==> src/rtl/match_gap_logger.sv <==
// match_gap_logger
//
// Counts match pulses from the pattern detector, times the gap in clock
// cycles between consecutive pulses, and queues those gaps in a small
// show-ahead FIFO that host logic drains with a pop strobe.
//
// Parameters:
//   CNT_W  width of the saturating match counter
//   GAP_W  width of the gap timer and of each FIFO entry
//   DEPTH  FIFO depth in entries (power of two, >= 2)
//
// Ports:
//   clk        sole clock, rising edge
//   rst        asynchronous active-high reset
//   y_in       match pulse, sampled every rising edge
//   clear      synchronous clear, same effect as rst, wins over y_in/rd_en
//   rd_en      pop request for the FIFO head (ignored while empty)
//   match_cnt  saturating number of matches since reset/clear
//   gap_data   FIFO head entry, forced to 0 while empty
//   gap_valid  FIFO not empty
//   fifo_full  FIFO holds DEPTH entries
//   overflow   sticky: a gap was dropped because the FIFO was full

module match_gap_logger #(
    parameter int unsigned CNT_W = 8,
    parameter int unsigned GAP_W = 8,
    parameter int unsigned DEPTH = 4
) (
    input  logic             clk,
    input  logic             rst,
    input  logic             y_in,
    input  logic             clear,
    input  logic             rd_en,
    output logic [CNT_W-1:0] match_cnt,
    output logic [GAP_W-1:0] gap_data,
    output logic             gap_valid,
    output logic             fifo_full,
    output logic             overflow
);

    localparam int unsigned AW = $clog2(DEPTH);
    localparam int unsigned CW = AW + 1;

    localparam logic [GAP_W-1:0] GAP_MAX  = {GAP_W{1'b1}};
    localparam logic [GAP_W-1:0] GAP_ONE  = GAP_W'(1);
    localparam logic [CNT_W-1:0] CNT_MAX  = {CNT_W{1'b1}};
    localparam logic [CNT_W-1:0] CNT_ONE  = CNT_W'(1);
    localparam logic [AW-1:0]    PTR_ONE  = AW'(1);
    localparam logic [CW-1:0]    OCC_ONE  = CW'(1);
    localparam logic [CW-1:0]    OCC_FULL = CW'(DEPTH);

    typedef enum logic [1:0] {
        StIdle,
        StRun,
        StSat
    } state_e;

    state_e             state_q, state_d;
    logic [GAP_W-1:0]   timer_q, timer_d;
    logic [CNT_W-1:0]   match_cnt_q, match_cnt_d;
    logic [AW-1:0]      wr_ptr_q, wr_ptr_d;
    logic [AW-1:0]      rd_ptr_q, rd_ptr_d;
    logic [CW-1:0]      occ_q, occ_d;
    logic               overflow_q, overflow_d;
    logic [GAP_W-1:0]   mem_q [DEPTH];

    logic               push;
    logic [GAP_W-1:0]   push_val;
    logic               pop;
    logic               full;
    logic               wr_en;

    // Gap-timer FSM: the timer holds the number of edges since the last
    // pulse, so its value at the next pulse is exactly the gap.
    always_comb begin
        state_d  = state_q;
        timer_d  = timer_q;
        push     = 1'b0;
        push_val = timer_q;
        unique case (state_q)
            StIdle: begin
                if (y_in) begin
                    timer_d = GAP_ONE;
                    state_d = StRun;
                end
            end
            StRun: begin
                if (y_in) begin
                    push    = 1'b1;
                    timer_d = GAP_ONE;
                end else begin
                    if (timer_q != GAP_MAX) begin
                        timer_d = timer_q + GAP_ONE;
                    end
                    if (timer_d == GAP_MAX) begin
                        state_d = StSat;
                    end
                end
            end
            StSat: begin
                timer_d = GAP_MAX;
                if (y_in) begin
                    push     = 1'b1;
                    push_val = GAP_MAX;
                    timer_d  = GAP_ONE;
                    state_d  = StRun;
                end
            end
            default: begin
                state_d = StIdle;
                timer_d = '0;
            end
        endcase
    end

    // Match counter, FIFO bookkeeping and clear override.
    always_comb begin
        match_cnt_d = match_cnt_q;
        if (y_in && (match_cnt_q != CNT_MAX)) begin
            match_cnt_d = match_cnt_q + CNT_ONE;
        end

        full  = (occ_q == OCC_FULL);
        pop   = rd_en && (occ_q != '0);
        // A pop on the same edge frees the slot, so a full FIFO still accepts.
        wr_en = push && (!full || pop);

        wr_ptr_d   = wr_en ? (wr_ptr_q + PTR_ONE) : wr_ptr_q;
        rd_ptr_d   = pop   ? (rd_ptr_q + PTR_ONE) : rd_ptr_q;
        overflow_d = overflow_q || (push && full && !pop);

        occ_d = occ_q;
        unique case ({wr_en, pop})
            2'b10:   occ_d = occ_q + OCC_ONE;
            2'b01:   occ_d = occ_q - OCC_ONE;
            default: occ_d = occ_q;
        endcase

        if (clear) begin
            match_cnt_d = '0;
            wr_ptr_d    = '0;
            rd_ptr_d    = '0;
            occ_d       = '0;
            overflow_d  = 1'b0;
            wr_en       = 1'b0;
        end
    end

    always_ff @(posedge clk or posedge rst) begin
        if (rst) begin
            state_q     <= StIdle;
            timer_q     <= '0;
            match_cnt_q <= '0;
            wr_ptr_q    <= '0;
            rd_ptr_q    <= '0;
            occ_q       <= '0;
            overflow_q  <= 1'b0;
        end else if (clear) begin
            state_q     <= StIdle;
            timer_q     <= '0;
            match_cnt_q <= match_cnt_d;
            wr_ptr_q    <= wr_ptr_d;
            rd_ptr_q    <= rd_ptr_d;
            occ_q       <= occ_d;
            overflow_q  <= overflow_d;
        end else begin
            state_q     <= state_d;
            timer_q     <= timer_d;
            match_cnt_q <= match_cnt_d;
            wr_ptr_q    <= wr_ptr_d;
            rd_ptr_q    <= rd_ptr_d;
            occ_q       <= occ_d;
            overflow_q  <= overflow_d;
        end
    end

    // Storage needs no reset: the head is masked while the FIFO is empty.
    always_ff @(posedge clk) begin
        if (wr_en) begin
            mem_q[wr_ptr_q] <= push_val;
        end
    end

    assign match_cnt = match_cnt_q;
    assign gap_valid = (occ_q != '0);
    assign gap_data  = gap_valid ? mem_q[rd_ptr_q] : '0;
    assign fifo_full = full;
    assign overflow  = overflow_q;

endmodule

==> config.mk <==
export PLATFORM = sky130hd
export DESIGN_NAME = match_gap_logger
export DESIGN_NICKNAME = d
export VERILOG_FILES = /design/src/rtl/match_gap_logger.sv
export SDC_FILE = /design/constraint.sdc
export NUM_CORES = 1
export LEC_CHECK = 0
export CELL_PAD_IN_SITES_DETAIL_PLACEMENT = 1
export CELL_PAD_IN_SITES_GLOBAL_PLACEMENT = 2
export CORE_MARGIN = 2
export CORE_UTILIZATION = 36
export CTS_CLUSTER_DIAMETER = 80
export DETAILED_ROUTE_END_ITERATION = 16
export GPL_ROUTABILITY_DRIVEN = 0
export PLACE_DENSITY_LB_ADDON = 0.1
export SYNTH_ARGS = -nofsm -noshare
export SYNTH_HDL_FRONTEND = slang
export SYNTH_SLANG_ARGS = --single-unit
export TNS_END_PERCENT = 10
==> constraint.sdc <==
create_clock -name clk -period 2.15 [get_ports clk]
set_clock_uncertainty 0.15 [all_clocks]
set_input_delay 0.3225 -clock clk [delete_from_list [all_inputs] [get_ports clk]]
set_output_delay 0.3225 -clock clk [all_outputs]
set_load 0.05 [all_outputs]
==> results of run 1 <==
where the power goes:
group	switching [mW]	internal [mW]
registers	0.0438	1.22
logic	0.733	0.654
clock network	0.460	0.886
total	1.24	2.76
metrics by stage:
step | cells | total power [mW]
2_1_floorplan | 251 | 2.055
3_3_place_gp | 411 | 2.433
3_5_place_dp | 411 | 2.458
4_1_cts | 428 | 4.030
5_1_grt | 429 | 4.178
6_report | 429 | 3.995
per-layer routing:
layer	vias up	GRT usage, %	part of all wire [%]
met3	9	4.506	2.5
met2	21	28.35	49
met1	1116	22.87	47
met4	0	5.435	1.4
met5	-	0	0
li1	1047	-	-
state kept, by name (all words and copies together), names as in the netlist:
| name | cells |
|---|---|
| mem_q | 32 |
| match_cnt | 8 |
| timer_q | 8 |
| occ_q | 3 |
| rd_ptr_q | 2 |
| state_q | 2 |
| wr_ptr_q | 2 |
| overflow | 1 |
final cells by class:
type	count	area [µm²]
clock buffers	9	123.9
repair buffers	69	694.4
well taps	105	131.4
multi-input cells	173	1349
inverters	8	30.03
flip-flops and latches	58	1613
clock inverters	7	141.4
fillers	851	4051
final timing paths:
path | from | end | slack [ps] | cells past startpoint
min in group clk | overflow$_DFF_PP0_ | overflow$_DFF_PP0_ | 360 | 2
worst min-delay path | rst | overflow$_DFF_PP0_ | 200 | 3
worst min register to register | overflow$_DFF_PP0_ | overflow$_DFF_PP0_ | 360 | 2
worst max-delay path | rd_ptr_q[0]$_DFFE_PP0P_ | gap_data[3] | -30 | 4
max in group asynchronous | rst | rd_ptr_q[0]$_DFFE_PP0P_ | 1360 | 3
worst max register to register | state_q[0]$_DFFE_PP0P_ | occ_q[2]$_DFFE_PP0P_ | 20 | 8
critical path, delay by kind of cell (launching register included):
| family | cells | cell delay (ps) |
|---|---|---|
| simple gates | 1 | 170 |
| buf+inv | 2 | 300 |
| flops | 1 | 420 |
| mux | 1 | 480 |
layout by cell type (no fill, tap or decap), drive strengths merged, types with 9 or more instances in the layout:
cell type and n:
nor2 23, dfrtp 26, and2 13, clkbuf 10, clkdlybuf4s50 10, o21ai 13, nand2 19, edfxtp 32
ha 10, buf 55, a21oi 9
cell families (layout without fill, tap and decap cells):
logic type	count (synthesis)	after routing	synth area share, %
simple gates	92	92	16.29
flops	58	58	53.80
compound gates	45	45	10.57
buf+inv	20	93	3.258
mux	13	13	7.728
xor+xnor	12	12	3.509
fa+ha+maj	11	11	4.845
repair_timing:
item / 4_1_cts / 5_1_grt
resized for setup: 25 / 9
endpoints found under the setup margin: 9 / 42
pin swaps: 5 / 2
gates cloned: 1 / 0
buffers inserted: 0 / 1
==> flow_summary.toml, run 1 <==
[hold_path]
hold_path.class = "in -> async"

[timing]
fmaxAchievable_mhz = 458.4
layout_min_cycle_time_ps = 2182
hold_viol_final = 0
hold-worst-slack_ps = 195.4
slew_headroom_pct = 65.93
rsz0062_at_grt = "yes"
fin_crit_sh_pct = 101.5
finalMaxSlewViolations = 0
totalNegativeSetupSlack_ps = -174.0
setup_slack_ps = -31.59
final-setup-viol-count = 8
worst-slew-pin-transition_ps = 510.2

[global_route]
grt_usage_pct = 17.45
initial_antenna_violation_count = 0
grt_max_degree = 27
grt.overflow.total = 0
grt_pass1_vias = 2278
grt_pass1_wl_um = 11660

[critical_path]
critical_path.max_fanout = 4
end_kind = "output pin"
crit_arrival_ps = 1710
timing.critical_path.slowest_cell_delay_ps = 480
critical_path.slowest_cell = "sky130_fd_sc_hd__mux4_2"
crit_path_start_kind = "register"
timing_worst_setup_path_type = "reg -> out"
timing.critical_path.cells = "clkbuf_16, mux4_2, and2_4, buf_6"
required_ps = 1680

[synth]
leading_cell_types_by_count_after_synthesis = "sky130_fd_sc_hd__edfxtp_1 (32), sky130_fd_sc_hd__dfrtp_1 (26), sky130_fd_sc_hd__nor2_1 (23)"
synth_seq_cells = 58
synth_flop_cell = "sky130_fd_sc_hd__edfxtp_1"
syn_nets = 267
synthMostInstantiatedCell = "sky130_fd_sc_hd__edfxtp_1"
post_synth.cell_area_avg_um2 = 11.93
mappedNetlistArea_um2 = 2995
synth_top_cell_by_area = "sky130_fd_sc_hd__edfxtp_1"
synth.yosys.warnings = 0
synth.yosys.seq_area_share_pct = 53.80
synth_enable_flop_cells = 32
largest_cells_by_area_after_synthesis = "sky130_fd_sc_hd__edfxtp_1 (32%), sky130_fd_sc_hd__dfrtp_1 (22%), sky130_fd_sc_hd__mux4_2 (6.0%), sky130_fd_sc_hd__ha_1 (4.2%), sky130_fd_sc_hd__nor2_1 (2.9%)"
synthesis.instances = 251
synth_cell_type_count = 42
ys_async_sr_fraction_pct = 44.83
synthDominantCellAreaShare_pct = 32.08

[routing]
drt-initial-drc-count = 25
via_per_inst = 5.112
vias_post_dr = 2193
routed_wirelength_um = 7058
drc_errors = 0
drt_pre_antenna_iters = 4
routedWlPerCell_um = 16.45
number_of_nets_with_antenna_violations_after_routing = 0

[cells_and_area]
layout-drive-gt1-share_pct = 31.79
n_antenna_cell = 0
num-nets-final = 335
finish.instance_area_um2 = 4083
flow.area_growth_from_synthesis_pct = 36.30
final_core_util_pct = 50.19

[placed_design]
detailed_place_hpwl_um = 5137
io_buffers = 23
pre_cts_slack_ps = -90.34
place_area_um2 = 3682

[floorplan]
io-pin-count = 24
floorplan.core_area_um2 = 8134
die_width_um = 95.22
die_height_um = 95.22
initial_utilization_pct = 36.83
core.rowCount = 33
dieArea_um2 = 9066

[clock_tree]
clock_sinks = 58
clock_path_buffers = 2
cts_inserted_buffers = 9
cts.reportedPaths.clkPinSlew_ps = 70
htreeDepth = 3
clockRootBuffer = "sky130_fd_sc_hd__clkbuf_8"
hold_buffers = 0
worstSkewPairLatency_ps = 340
tritoncts = "yes"

[run_status]
status = "finished, violations left"
failed_checks = "negative setup slack"

[pwr]
power_density_nw_per_um2 = 978.6
leakagePower_nw = 1.732
max-vdd-ir-drop_uv = 378.1

[flow_run]
maxCapViolations = 0
Note: power is estimated with default switching activity, not from simulation.
==> run 2, diff against run 1 <==
CORE_MARGIN = unset   (was 2)
RECOVER_POWER = 50   (was unset)
==> run 2 against run 1 <==
  * The flow still finishes with violations (negative setup slack)
  * Combinational power down 4%
  * Non-clock buffer count down 4
  * Flip-flop and latch count unchanged
  * Wire length down 3.5%
  * Register-to-register slack about the same
  * Setup slack better by 8.2 ps
  * Die area down 4.2%
  * First-iteration DRC count up 76%
  * Final cell count down 1.6%
  * Critical path type unchanged
==> flow_summary.toml, run 2 (synthesis gave the netlist of run 1 again) <==
[run_status]
status = "finished, violations left"
failed_checks = "negative setup slack"

[clock_tree]
cts_setup_buffers = 0
cts.reportedPaths.clkPinSlew_ps = 70
clockRootBuffer = "sky130_fd_sc_hd__clkbuf_8"
clock_sinks = 58
tritoncts = "yes"
cts_inserted_buffers = 9
worstSkewPairLatency_ps = 340
htreeDepth = 3
clock_path_buffers = 2

[routing]
routedWlPerCell_um = 16.14
routed_wirelength_um = 6810
via_per_inst = 5.062
drc_errors = 0
drt_pre_antenna_iters = 4
number_of_nets_with_antenna_violations_after_routing = 0
vias_post_dr = 2136
drt-initial-drc-count = 44

[pwr]
power_frac_clock_pct = 31.7
power_density_nw_per_um2 = 950.0
p_int_mw = 2.604
power.net_switching_mw = 1.199
seq_power_share_pct = 33.1
netSwitchingFraction_pct = 31.53
max-vdd-ir-drop_uv = 350.2
p_comb_share_pct = 35.2
post-layout-total-power_mw = 3.803
leakagePower_nw = 1.686

[floorplan]
floorplan.core_area_um2 = 7888
dieArea_um2 = 8689
io-pin-count = 24
die_height_um = 93.22
initial_utilization_pct = 37.98
core.rowCount = 32
die_width_um = 93.22

[critical_path]
critical_path_cell_count = 4
end_kind = "output pin"
timing.critical_path.buf_inv = 2
critical_path.max_fanout = 5
regToRegEndpoint = "occ_q[2]$_DFFE_PP0P_"
reg2reg_from = "occ_q[0]$_DFFE_PP0P_"
startpoint = "rd_ptr_q[0]$_DFFE_PP0P_"
crit_arrival_ps = 1700
timing.critical_path.slowest_cell_delay_ps = 510
cp_common_cell = "sky130_fd_sc_hd__buf_8"
required_ps = 1680
critical_path.slowest_cell = "sky130_fd_sc_hd__mux4_2"
timing.critical_path.cells = "buf_8, mux4_2, and2_4, buf_8"
crit_end = "gap_data[5]"
crit_path_start_kind = "register"
worst-r2r-cell-count = 6
reg2reg_setup_slack_ps = 20
timing_worst_setup_path_type = "reg -> out"
worst_path_dominant_cell_family = "multiplexers"

[timing]
slew_headroom_pct = 54.69
fmaxAchievable_mhz = 460.1
worst-slew-pin-transition_ps = 679.7
fin_crit_sh_pct = 101.1
final-setup-viol-count = 8
hold-worst-slack_ps = 349.0
layout_min_cycle_time_ps = 2173
hold_viol_final = 0
rsz0062_at_grt = "yes"
setup_slack_ps = -23.40
finalMaxSlewViolations = 0

[cells_and_area]
final-instance-count-excl-fill = 422
num-nets-final = 331
most_flop_heavy_register = "mem_q"
n_antenna_cell = 0
layout.cells.most_common_list = "sky130_fd_sc_hd__buf_4 (36), sky130_fd_sc_hd__edfxtp_1 (32), sky130_fd_sc_hd__dfrtp_1 (25)"
layout-drive-gt1-share_pct = 30.00
most_common_cell_after_layout_fill_and_taps_aside = "sky130_fd_sc_hd__buf_4"
largest_register_ffs = 32
n_fill_cell = 834
flow.area_growth_from_synthesis_pct = 33.63
finish.instance_area_um2 = 4003

[placed_design]
detailed_place_hpwl_um = 4930
pre_cts_slack_ps = -210.0
placed_cell_count = 405
place_area_um2 = 3656
io_buffers = 23

[global_route]
grt_pass1_wl_um = 11690
grt.overflow.total = 0
grt_max_degree = 27
initial_antenna_violation_count = 0
grt_usage_pct = 18.14
grt_pass1_vias = 2278

[hold_path]
hold_path.class = "reg -> reg"

[flow_run]
maxCapViolations = 0
-- run 2: changes by cell type in the layout (fill, tap and decap cells not counted), moves of 2 or more --
cell	delta
sky130_fd_sc_hd__buf_8	-2
sky130_fd_sc_hd__clkinv_1	+2
sky130_fd_sc_hd__buf_6	+2
sky130_fd_sc_hd__buf_4	-5
-- run 2: area by class of cell --
type | count | area, µm² | area share (%)
clock buffers | 10 | 127.6 | 3.188
flip-flops and latches | 58 | 1613 | 40.29
multi-input cells | 173 | 1345 | 33.60
repair buffers | 65 | 654.4 | 16.35
inverters | 8 | 30.03 | 0.7502
well taps | 102 | 127.6 | 3.188
clock inverters | 6 | 105.1 | 2.626
-- run 2: repair_timing --
item,4_1_cts,5_1_grt
cloned,1,0
resized for setup,19,13
hold buffers,0,0
endpoints found under the setup margin,10,14
pin swaps,3,2
-- run 2: worst min-delay path: stages, from the launching register on --
cell and delay, ps:
sky130_fd_sc_hd__dfrtp_1 350, sky130_fd_sc_hd__a21oi_1 40, sky130_fd_sc_hd__nor2_1 70
-- run 2: routing by layer --
metal	GRT usage (%)	wire, µm	part of all wire [%]
met1	22.81	3149	46
met2	30.33	3386	50
met3	3.902	165	2.4
met4	7.308	109	1.6
met5	0	0	0
-- run 2: worst min path at each step --
stage,endpoint,cells after the start,slack (ps),startpoint
global route,overflow$_DFF_PP0_,2,380,overflow$_DFF_PP0_
global placement,overflow$_DFF_PP0_,2,330,overflow$_DFF_PP0_
detailed placement,overflow$_DFF_PP0_,2,340,overflow$_DFF_PP0_
floorplan,match_cnt[0]$_DFFE_PP0P_,1,210,rst
CTS,match_cnt[2]$_DFFE_PP0P_,3,230,rst
finish,overflow$_DFF_PP0_,2,350,overflow$_DFF_PP0_
-- run 2: power groups by stage --
stage	combinational (mW)	clock, mW	sequential, mW
after global routing	1.44	1.27	1.27
final	1.34	1.21	1.26
after CTS	1.32	1.23	1.26
after floorplan	0.766	0	1.29
after detailed placement	1.16	0	1.27
after global placement	1.15	0	1.27
-- run 2: per-stage QoR --
step	setup TNS, ps	utilization, %
after floorplan	0	-
after global placement	-178.3	46.35
after detailed placement	-228.5	46.35
after CTS	-513.4	50.36
after global routing	-739.1	50.75
final	-116.4	50.75
